File: src/rtl/team_06_i2s_pkg.sv
// Shared types and defaults for the team_06 I2S transmit path.
// Sample conversion helper maps unsigned midscale samples onto two's complement.
package team_06_i2s_pkg;

  localparam int unsigned DefClkDiv  = 4;
  localparam int unsigned DefSampleW = 8;
  localparam int unsigned DefSlotW   = 16;

  typedef enum logic {
    IDLE,
    RUN
  } state_e;

  // Inverting the MSB turns offset-binary (midscale = 2^(width-1)) into two's complement.
  function automatic logic [31:0] msb_invert(input logic [31:0] value, input int unsigned width);
    return value ^ (32'd1 << (width - 1));
  endfunction

endpackage

File: src/rtl/team_06_i2s_bclk_gen.sv
// Bit clock divider: bclk toggles every CLK_DIV clk cycles while enabled.
// fall is high for the clk cycle whose closing edge drives bclk from 1 to 0.
module team_06_i2s_bclk_gen #(
  parameter int unsigned CLK_DIV = 4
) (
  input  logic clk,
  input  logic rst,
  input  logic en,
  output logic bclk,
  output logic fall
);

  localparam int unsigned DivW = (CLK_DIV > 1) ? $clog2(CLK_DIV) : 1;
  localparam logic [DivW-1:0] DivLast = DivW'(CLK_DIV - 1);

  logic [DivW-1:0] div_cnt_q;
  logic            bclk_q;
  logic            div_wrap;

  assign div_wrap = en && (div_cnt_q == DivLast);
  assign fall     = div_wrap && bclk_q;
  assign bclk     = bclk_q;

  always_ff @(posedge clk) begin
    if (!rst) begin
      div_cnt_q <= '0;
      bclk_q    <= 1'b0;
    end else if (!en) begin
      div_cnt_q <= '0;
      bclk_q    <= 1'b0;
    end else if (div_wrap) begin
      div_cnt_q <= '0;
      bclk_q    <= ~bclk_q;
    end else begin
      div_cnt_q <= div_cnt_q + DivW'(1);
    end
  end

endmodule

File: src/rtl/team_06_i2s_tx.sv
// I2S transmitter: one-deep holding register feeding a frame register that is sent
// MSB-first, one bclk after each lrclk change, in both left and right slots.
module team_06_i2s_tx
  import team_06_i2s_pkg::*;
#(
  parameter int unsigned CLK_DIV  = DefClkDiv,
  parameter int unsigned SAMPLE_W = DefSampleW,
  parameter int unsigned SLOT_W   = DefSlotW
) (
  input  logic                clk,
  input  logic                rst,
  input  logic [SAMPLE_W-1:0] sample_in,
  input  logic                sample_valid,
  output logic                sample_ready,
  output logic                bclk,
  output logic                lrclk,
  output logic                sd,
  output logic                underrun
);

  localparam int unsigned PW = $clog2(SLOT_W);
  localparam logic [PW-1:0] PLast = PW'(SLOT_W - 1);
  localparam logic [PW-1:0] PData = PW'(SAMPLE_W);

  state_e              state_q;
  logic                hold_full_q;
  logic [SAMPLE_W-1:0] hold_q;
  logic [SAMPLE_W-1:0] frame_q;
  logic [SAMPLE_W-1:0] shift_q;
  logic [PW-1:0]       p_q;
  logic                lrclk_q;
  logic                sd_q;
  logic                underrun_q;

  logic                bclk_en;
  logic                fall;
  logic                accept;
  logic                slot_wrap;
  logic                frame_start;
  logic [PW-1:0]       p_nxt;
  logic [SAMPLE_W-1:0] sample_conv;

  assign bclk_en     = (state_q == RUN);
  assign accept      = sample_valid && !hold_full_q;
  assign slot_wrap   = (p_q == PLast);
  assign p_nxt       = slot_wrap ? '0 : p_q + PW'(1);
  assign frame_start = fall && slot_wrap && lrclk_q;
  assign sample_conv = SAMPLE_W'(msb_invert(32'(sample_in), SAMPLE_W));

  assign sample_ready = !hold_full_q;
  assign lrclk        = lrclk_q;
  assign sd           = sd_q;
  assign underrun     = underrun_q;

  team_06_i2s_bclk_gen #(
    .CLK_DIV(CLK_DIV)
  ) u_bclk_gen (
    .clk (clk),
    .rst (rst),
    .en  (bclk_en),
    .bclk(bclk),
    .fall(fall)
  );

  always_ff @(posedge clk) begin
    if (!rst) begin
      state_q     <= IDLE;
      hold_full_q <= 1'b0;
      hold_q      <= '0;
      frame_q     <= '0;
      shift_q     <= '0;
      p_q         <= '0;
      lrclk_q     <= 1'b1;
      sd_q        <= 1'b0;
      underrun_q  <= 1'b0;
    end else begin
      underrun_q <= 1'b0;
      // Accept and load are exclusive: accept needs holding empty, load needs it full.
      if (accept) begin
        hold_q      <= sample_conv;
        hold_full_q <= 1'b1;
      end
      case (state_q)
        IDLE: begin
          if (hold_full_q) begin
            state_q     <= RUN;
            lrclk_q     <= 1'b0;
            frame_q     <= hold_q;
            shift_q     <= hold_q;
            hold_full_q <= 1'b0;
            p_q         <= '0;
            sd_q        <= 1'b0;
          end
        end
        RUN: begin
          if (fall) begin
            p_q <= p_nxt;
            if (slot_wrap) begin
              lrclk_q <= ~lrclk_q;
              sd_q    <= 1'b0;
              if (frame_start && hold_full_q) begin
                frame_q     <= hold_q;
                shift_q     <= hold_q;
                hold_full_q <= 1'b0;
              end else begin
                // Right slot, or a starved frame: resend the current frame word.
                shift_q    <= frame_q;
                underrun_q <= frame_start;
              end
            end else if (p_nxt <= PData) begin
              sd_q    <= shift_q[SAMPLE_W-1];
              shift_q <= shift_q << 1;
            end else begin
              sd_q <= 1'b0;
            end
          end
        end
        default: state_q <= IDLE;
      endcase
    end
  end

endmodule

File: config.mk
export PLATFORM = sky130hd
export DESIGN_NAME = team_06_i2s_tx
export DESIGN_NICKNAME = d
export VERILOG_FILES = /design/src/rtl/team_06_i2s_pkg.sv /design/src/rtl/team_06_i2s_bclk_gen.sv /design/src/rtl/team_06_i2s_tx.sv
export SDC_FILE = /design/constraint.sdc
export NUM_CORES = 1
export LEC_CHECK = 0
export CAP_MARGIN = 40
export CORE_ASPECT_RATIO = 1.5
export CORE_MARGIN = 2
export CORE_UTILIZATION = 30
export CTS_BUF_LIST = sky130_fd_sc_hd__clkbuf_16
export DETAILED_ROUTE_END_ITERATION = 16
export PLACE_DENSITY = 0.48
export SLEW_MARGIN = 20
export SYNTH_ARGS = -nofsm -noshare
export SYNTH_HDL_FRONTEND = slang
export SYNTH_SLANG_ARGS = --single-unit
File: constraint.sdc
create_clock -name clk -period 4.43 [get_ports clk]
set_input_delay 0.886 -clock clk [delete_from_list [all_inputs] [get_ports clk]]
set_output_delay 0.886 -clock clk [all_outputs]
set_load 0.01 [all_outputs]
Word level (Yosys, flattened, before mapping) --
Index checks and enable logic that the tools add are counted.
Operators by class: add/sub/neg operators 2, bitwise logic cells 7, order comparisons 1, reductions and logical operators 13, mux-type cells 29, eq/ne operators 6
Operators by type and width (count):
- 8-bit two-way mux | 7
- 8-bit case mux with 2 select lines | 2
- 1-bit two-way mux | 13
- 4-bit two-way mux | 3
- 4-bit case mux with 2 select lines | 1
- 1-bit inverter | 7
- 1-bit logical AND | 6
- 1-bit case mux with 2 select lines | 3
- 3-bit AND reduction | 2
- 5-bit OR reduction | 1
- 4-bit by 1-bit adder with 4-bit output (second input constant) | 1
- 4-bit equality test (second input constant) | 1
- 4-bit less-or-equal comparator (second input constant) | 1
- 2-bit by 1-bit inequality test with 1-bit output (second input constant) | 2
- 2-bit AND reduction | 2
- 3-bit by 1-bit inequality test with 1-bit output (second input constant) | 1
- 3-bit OR reduction | 1
- 2-bit by 1-bit adder with 2-bit output (second input constant) | 1
- 2-bit equality test (second input constant) | 1
- 2-bit inequality test (second input constant) | 1
- 1-bit logical NOT | 1
Word-level totals: logic and storage cells 69, output and inout bits 5, bits in registers 36, bits of input ports 11

Depth between registers and ports, before layout --
Gate-level depths: netlist of the first run.
word-level depth 10, mapped depth 6, gate-level depth less buffers 5

Modules after synthesis --
Synthesis of the first run repeated with hierarchy kept, for this count alone.
Second synthesis, totals: cells, all modules 198, area total of the unflattened synthesis 1620.3 um^2
Modules (own cells, without submodules):
- team_06_i2s_tx | instances 1, seq. area each 660.6 um^2, cells each 188, area an instance 1511.4 um^2
- team_06_i2s_bclk_gen | instances 1, seq. area each 60.1 um^2, cells each 10, area an instance 108.9 um^2

Worst setup path after synthesis of the first run --
Ideal clock, no wire load.
kind register to register, from register p_q[0], to register shift_q[1], cell stages (with the launch flop) 5, path buffers 0, required time 4.358 ns, arrival 1.500 ns, setup time 0.072 ns, period minus slack after synthesis 1.572 ns, path slack 2.858 ns, cells stage by stage dfxtp_1 > ha_1 > or4_4 > a31oi_4 > o2bb2ai_1
On the way: longest elaborated chain between the ends 8, elaborated cells on any way between the ends 13, those cells by class add/sub (1); order compare (1); eq/ne (2); mux (5); reduce/logical (4)
RTL lines:
- start, declared | line team_06_i2s_tx.sv:30 | logic [PW-1:0] p_q;
- start signal, assigned | line team_06_i2s_tx.sv:97 | p_q <= p_nxt;
- branches (longest 8 deep; another with 4-bit by 1-bit adder with 4-bit output)
- end signal, assigned | line team_06_i2s_tx.sv:89 | shift_q <= hold_q;
- end signal, assigned | line team_06_i2s_tx.sv:103 | shift_q <= hold_q;
- end signal, assigned | line team_06_i2s_tx.sv:107 | shift_q <= frame_q;
- end, declared | line team_06_i2s_tx.sv:29 | logic [SAMPLE_W-1:0] shift_q;
Several ways; the timed one is not identified. The select of a mux whose other input is x is not followed. A chain may end at the register's enable or synchronous reset.

Worst setup path after layout of the first run --
from register hold_full_q, to output sample_ready
On the way: longest elaborated chain between the ends 1
RTL lines:
- start, declared | line team_06_i2s_tx.sv:26 | logic hold_full_q;
- start signal, assigned | line team_06_i2s_tx.sv:68 | hold_full_q <= 1'b0;
- start signal, assigned | line team_06_i2s_tx.sv:81 | hold_full_q <= 1'b1;
- start signal, assigned | line team_06_i2s_tx.sv:90 | hold_full_q <= 1'b0;
- 1-bit logical NOT | line team_06_i2s_tx.sv:50 | assign sample_ready = !hold_full_q;
- end, declared | line team_06_i2s_tx.sv:14 | output logic sample_ready,
Every way passes these cells.

==> run metrics, run 1 <==
Max-Cap Viols 0; WL per Instance 14.1 microns; Max Clock Freq 0.436 GHz; final clock skew 0.00337 ns; clock latency at the later pin of the worst-skew pair 0.27 ns; DR DRC count 0; Sink Count 36; number of DRC markers in iteration 0 38; gr ovfl total 0; warnings from Yosys 0; initial antenna violation count 0; dpl ws 1.94 ns; vias per cell 5.09; via count 1318; hold path start u_bclk_gen.div_cnt_q[0]$_SDFF_PP0_; Setup CP Type reg -> out; IO Pins 16; Num CTS Buffers 5; slew of the pin with the lowest slew margin 0.792 ns; Reg clk slew, reported paths 0.05 ns; Tcrit/Tclk final 51.8%; post-CTS setup buffer count 0; Fin. Hold Viols 0; Max clock buf depth 2; cts repair resizes 0; die outline width 63.3 microns; Max transition margin 47.2%; crit path DAT 1.41 ns; Setup TNS 0 ns; hold crit path type reg -> reg; syn nets 187; # fillers 556; final WL 3640 microns; Syn Inst Count 174; die area 5890 sq um; slack of the critical path 2.14 ns; Detailed Place HPWL 2660 microns; Sequential Area 721 sq um; first-pass GRT wire length 6140 microns; max-slew violations 0; Placer Congestion 0.790; Final Net Count 203; sequential element share of the synthesized area 45.5%; Netlist cell types 38; core area 5120 sq um; Cell Pwr Density 383 nW/um^2; Final Setup Violations 0; CP Max Fanout 9; Critical Path RT 3.54 ns; PortBufs 15; Area Overhead vs Synth 22.2%; worst reg2reg startpoint p_q[0]$_SDFFE_PN0P_; # diodes 0; Setup crit start kind register; synthesized area 1580 sq um; clock tree from TritonCTS yes; root buffer cell clkbuf_16; unrepaired setup endpoints after global routing no; Initial DRT Pass Iterations 4; peak supply drop 0.194 mV; Synth Register Bits 36; area of the multi-input gates 813 sq um; Avg Synthesized Cell Area 9.10 sq um; status finished clean; Leak 0.688 nW; All-Layer GR Usage 13.3%; FP Rows 32; Die Y 93.0 microns; critical path endpoint category output pin; vias in the first global route 1316; pin count of the biggest net entering global routing 24; starting density of the core 30.9%; hold_buf cts 0; CP Launch Point hold_full_q$_SDFF_PN0_; share of layout cells above drive strength 1 5.24%; remaining antenna violation count 0; minimum clock period 2.29 ns; H-tree depth 2
==> synthesized netlist by cell type (all sizes together) <==
| master | count | area share [%] |
|---|---|---|
| nand2b | 7 | 2.8 |
| dfxtp | 36 | 45 |
| nor3 | 3 | 0.95 |
| nand3b | 6 | 2.8 |
| o2bb2ai | 7 | 3.9 |
| buf | 2 | 1.0 |
| or4 | 1 | 0.71 |
| clkbuf | 5 | 1.2 |
| nand2 | 23 | 5.5 |
| nor4b | 1 | 0.55 |
| nor2b | 1 | 0.87 |
| nand4 | 2 | 0.79 |
| a221oi | 2 | 1.1 |
| or3 | 2 | 0.79 |
| o221ai | 7 | 3.9 |
| a211oi | 2 | 0.95 |
| xnor2 | 1 | 0.55 |
| ha | 2 | 1.6 |
| and2 | 1 | 0.40 |
| mux2i | 7 | 4.4 |
| a32oi | 1 | 0.55 |
| a22o | 1 | 0.55 |
| nand3 | 5 | 1.6 |
| o21a | 3 | 1.4 |
| o21ai | 3 | 1.2 |
| inv | 4 | 0.95 |
| and2b | 1 | 0.47 |
| or2b | 1 | 0.47 |
| a31oi | 2 | 1.7 |
| nor2 | 15 | 3.6 |
| o211ai | 2 | 0.95 |
| a21oi | 12 | 3.8 |
| o22a | 1 | 0.55 |
| nor3b | 1 | 0.47 |
| and3 | 4 | 1.6 |
==> layer usage <==
metal	global-route usage [%]	share of wire (%)
met1	14.8	42
met2	23.2	53
met3	3.61	2.8
met4	6.34	2.5
met5	0	0
==> layout make-up <==
| cell class | count | area share, % |
|---|---|---|
| multi-input combinational | 127 | 42.0 |
| tap | 68 | 4.40 |
| sequential | 36 | 37.2 |
| timing repair buffer | 16 | 8.53 |
| clock inverter | 3 | 0.582 |
| inverter | 4 | 0.776 |
| clock buffer | 5 | 6.46 |
==> critical path, cell delays in order (launching register included) <==
cell and delay (ns):
dfxtp_1 0.48, inv_1 0.15, clkdlybuf4s50_1 0.50
==> state kept, by name, summed over array words and instances, names as in the netlist <==
signal / cells
u_bclk_gen.div_cnt_q: 2
lrclk: 1
shift_q: 8
frame_q: 8
hold_q: 8
bclk_en: 1
sd: 1
u_bclk_gen.bclk: 1
hold_full_q: 1
underrun: 1
p_q: 4
==> placed cells by master (no fill, tap or decap), types with 2 or more instances in the layout <==
cell type        instances
clkbuf_16                5
o2bb2ai_1                7
o211ai_1                 2
a221oi_1                 2
inv_1                    6
clkdlybuf4s50_1         15
nor2_1                  15
or3_1                    2
o21ai_0                  2
o21a_1                   3
dfxtp_1                 36
a211oi_1                 2
ha_1                     2
and3_1                   4
nand3b_1                 6
a21oi_1                 12
mux2i_1                  7
nand4_1                  2
nor3_1                   3
nand3_1                  5
nand2b_1                 7
o221ai_1                 7
nand2_1                 23
==> stage by stage <==
stage | instance area, sq um | std cells | total power [mW] | hold slack [ns] | utilization (%)
2_1_floorplan | 1580 | 174 | 0.398 | 0.408 | -
3_3_place_gp | 1780 | 250 | 0.420 | 0.419 | 34.8
3_5_place_dp | 1800 | 251 | 0.423 | 0.424 | 35.1
4_1_cts | 1940 | 259 | 0.751 | 0.431 | 37.8
5_1_grt | 1940 | 259 | 0.777 | 0.454 | 37.8
6_report | 1940 | 259 | 0.741 | 0.429 | 37.8
==> worst paths after layout <==
path | endpoint | slack, ns | cells after the start
worst min register to register | u_bclk_gen.div_cnt_q[0]$_SDFF_PP0_ | 0.43 | 1
worst max-delay path | sample_ready | 2.14 | 2
worst min-delay path | u_bclk_gen.div_cnt_q[0]$_SDFF_PP0_ | 0.43 | 1
worst max register to register | frame_q[7]$_SDFFE_PN0P_ | 2.25 | 5
==> cells by family (layout without fill, tap and decap cells) <==
group           after synthesis  count (layout)  synth area share [%]
simple gates                 74              74                  24.2
buf+inv                      11              28                  3.16
mux                           7               7                  4.42
fa+ha+maj                     2               2                  1.58
flops                        36              36                  45.5
xor+xnor                      1               1                 0.553
compound gates               43              43                  20.5
==> power breakdown <==
group	switching, mW	internal, mW	total, mW
combinational	0.0359	0.0339	0.0697
sequential	0.00980	0.336	0.346
clock	0.123	0.202	0.325
(Power assumes the default switching activity.)
==> run 2, diff against run 1 <==
Settings changed: PLACE_DENSITY 0.48 to 0.5.
Clock period 4.43 ns to 1.9 ns, I/O delays scaled along.
==> run 2 against run 1 <==
Net effect: worst hold slack worse by 0.0029 ns; clock skew up 0.0013 ns; utilization grew 1.2 points; cell area up 3.2%; routed wire length grew 2.1%; critical path depth is the same; sequential share of layout area down 1.2 points; non-clock buffer count increased by 5; setup slack worse by 2.0 ns; largest power group is now the clock network; sequential cell count unchanged; die area stayed put; highest routed layer unchanged; combinational power up 140%.
==> run metrics, run 2 (synthesized netlist as in run 1, its figures left out) <==
status finished clean; Leak 0.720 nW; final clock skew 0.00465 ns; vias per cell 5.08; share of layout cells above drive strength 1 9.18%; Cell Pwr Density 942 nW/um^2; Reg2Reg Setup Slack 0.11 ns; slew of the pin with the lowest slew margin 0.396 ns; hold_buf cts 0; Max-Cap Viols 0; critical path endpoint category output pin; Num CTS Buffers 5; final WL 3720 microns; pin count of the biggest net entering global routing 23; cell-internal power 1.48 mW; Critical Path RT 1.52 ns; Setup TNS 0 ns; DR DRC count 0; via count 1342; die area 5890 sq um; H-tree depth 2; Final Net Count 208; Initial DRT Pass Iterations 4; peak supply drop 0.327 mV; Detailed Place HPWL 2810 microns; root buffer cell clkbuf_16; commonest non-fill, non-tap cell in the layout dfxtp_1; Max transition margin 73.5%; Top Registers frame_q: 8 flops, hold_q: 8 flops, shift_q: 8 flops; starting density of the core 30.9%; sequential power share 42.9%; IO Pins 16; vias in the first global route 1288; Net Sw Frac 21.5%; # diodes 0; Max Clock Freq 0.554 GHz; CP Max Fanout 9; Final Setup Violations 0; remaining antenna violation count 0; Final Cell Area 2000 sq um; WL per Instance 14.1 microns; crit path DAT 1.43 ns; Setup crit start kind register; # fillers 556; CP Cell Sequence inv_1 -> clkdlybuf4s50_1; minimum clock period 1.81 ns; Sink Count 36; dpl cells 255; Setup CP Type reg -> out; clock power share 48.1%; Fin. Hold Viols 0; DP Area 1820 sq um; first-pass GRT wire length 6260 microns; switching pwr 0.405 mW; PortBufs 15; Area Overhead vs Synth 26.1%; combinational fraction of design power 9.0%; dpl ws 0.0523 ns; final non-filler cell total 264; core area 5120 sq um; CP Buf/Inv Count 2; Critical Path Max Stage Delay 0.50 ns; die outline width 63.3 microns; commonest cells after routing, fill and taps aside dfxtp_1 (36), nand2_1 (23), nor2_1 (15), clkdlybuf4s50_1 (15), a21oi_1 (12); max-slew violations 0; clock tree from TritonCTS yes; All-Layer GR Usage 13.7%; unrepaired setup endpoints after global routing no; clock latency at the later pin of the worst-skew pair 0.28 ns; gr ovfl total 0; Placer Congestion 0.883; initial antenna violation count 0; number of DRC markers in iteration 0 83; Tcrit/Tclk final 95.0%; Die Y 93.0 microns; Top Family by Delay on Critical Path buffers and inverters; Reg clk slew, reported paths 0.05 ns; slack of the critical path 0.0942 ns; FP Rows 32; Max clock buf depth 2; slowest CP cell clkdlybuf4s50_1; hold crit path type reg -> reg
run 2: cell count changes in the layout (fill, tap and decap cells not counted), sizes merged:
cell,delta
buf,+5
bufinv,+1
inv,-1
run 2: worst reg2reg max path, stage by stage (launching register included):
cell and delay [ns]:
dfxtp_1 0.39, ha_1 0.31, nand3_2 0.21, o21a_1 0.33
o22a_1 0.25, o21a_1 0.19
run 2: final timing paths:
| check | start | end | depth (start not counted) |
|---|---|---|---|
| min reg2reg | u_bclk_gen.div_cnt_q[0]$_SDFF_PP0_ | u_bclk_gen.div_cnt_q[0]$_SDFF_PP0_ | 1 |
| max | hold_full_q$_SDFF_PN0_ | sample_ready | 2 |
| min | u_bclk_gen.div_cnt_q[0]$_SDFF_PP0_ | u_bclk_gen.div_cnt_q[0]$_SDFF_PP0_ | 1 |
| max reg2reg | p_q[0]$_SDFFE_PN0P_ | shift_q[0]$_SDFFE_PN0P_ | 5 |
run 2: routing by layer:
layer	part of all wire, %	track usage, %	up-vias
met1	40	15.1	636
met2	56	24.9	25
met3	3.3	3.37	5
met5	0	0	-
li1	-	-	676
met4	1.2	5.43	0
run 2: cell type report:
class | count | area, sq um | share of cell area, %
sequential | 36 | 721 | 36.1
inverter | 4 | 15.0 | 0.751
clock inverter | 3 | 38.8 | 1.94
clock buffer | 5 | 125 | 6.26
multi-input combinational | 127 | 818 | 41.0
timing repair buffer | 21 | 195 | 9.77
tap | 68 | 85.1 | 4.26
run 2: power by group through the flow:
stage / Combinational, mW / Sequential [mW] / Clock [mW]
2_1_floorplan: 0.113 / 0.814 / 0
3_5_place_dp: 0.169 / 0.823 / 0
5_1_grt: 0.189 / 0.810 / 0.954
3_3_place_gp: 0.165 / 0.823 / 0
4_1_cts: 0.169 / 0.807 / 0.930
6_report: 0.169 / 0.807 / 0.906
run 2: timing repair:
item,4_1_cts,5_1_grt
endpoints found under the setup margin,0,9
buffers inserted,0,1
gates resized for setup,0,1
hold endpoints to repair,0,0
run 2: metrics by stage:
stage                     hold WS [ns]  total power [mW]  utilization (%)
after CTS                        0.431              1.91             38.7
after global placement           0.418             0.989             35.5
final                            0.427              1.88             39.0
after floorplan                  0.408             0.927                -
after detailed placement         0.424             0.992             35.5
after global routing             0.454              1.95             39.0
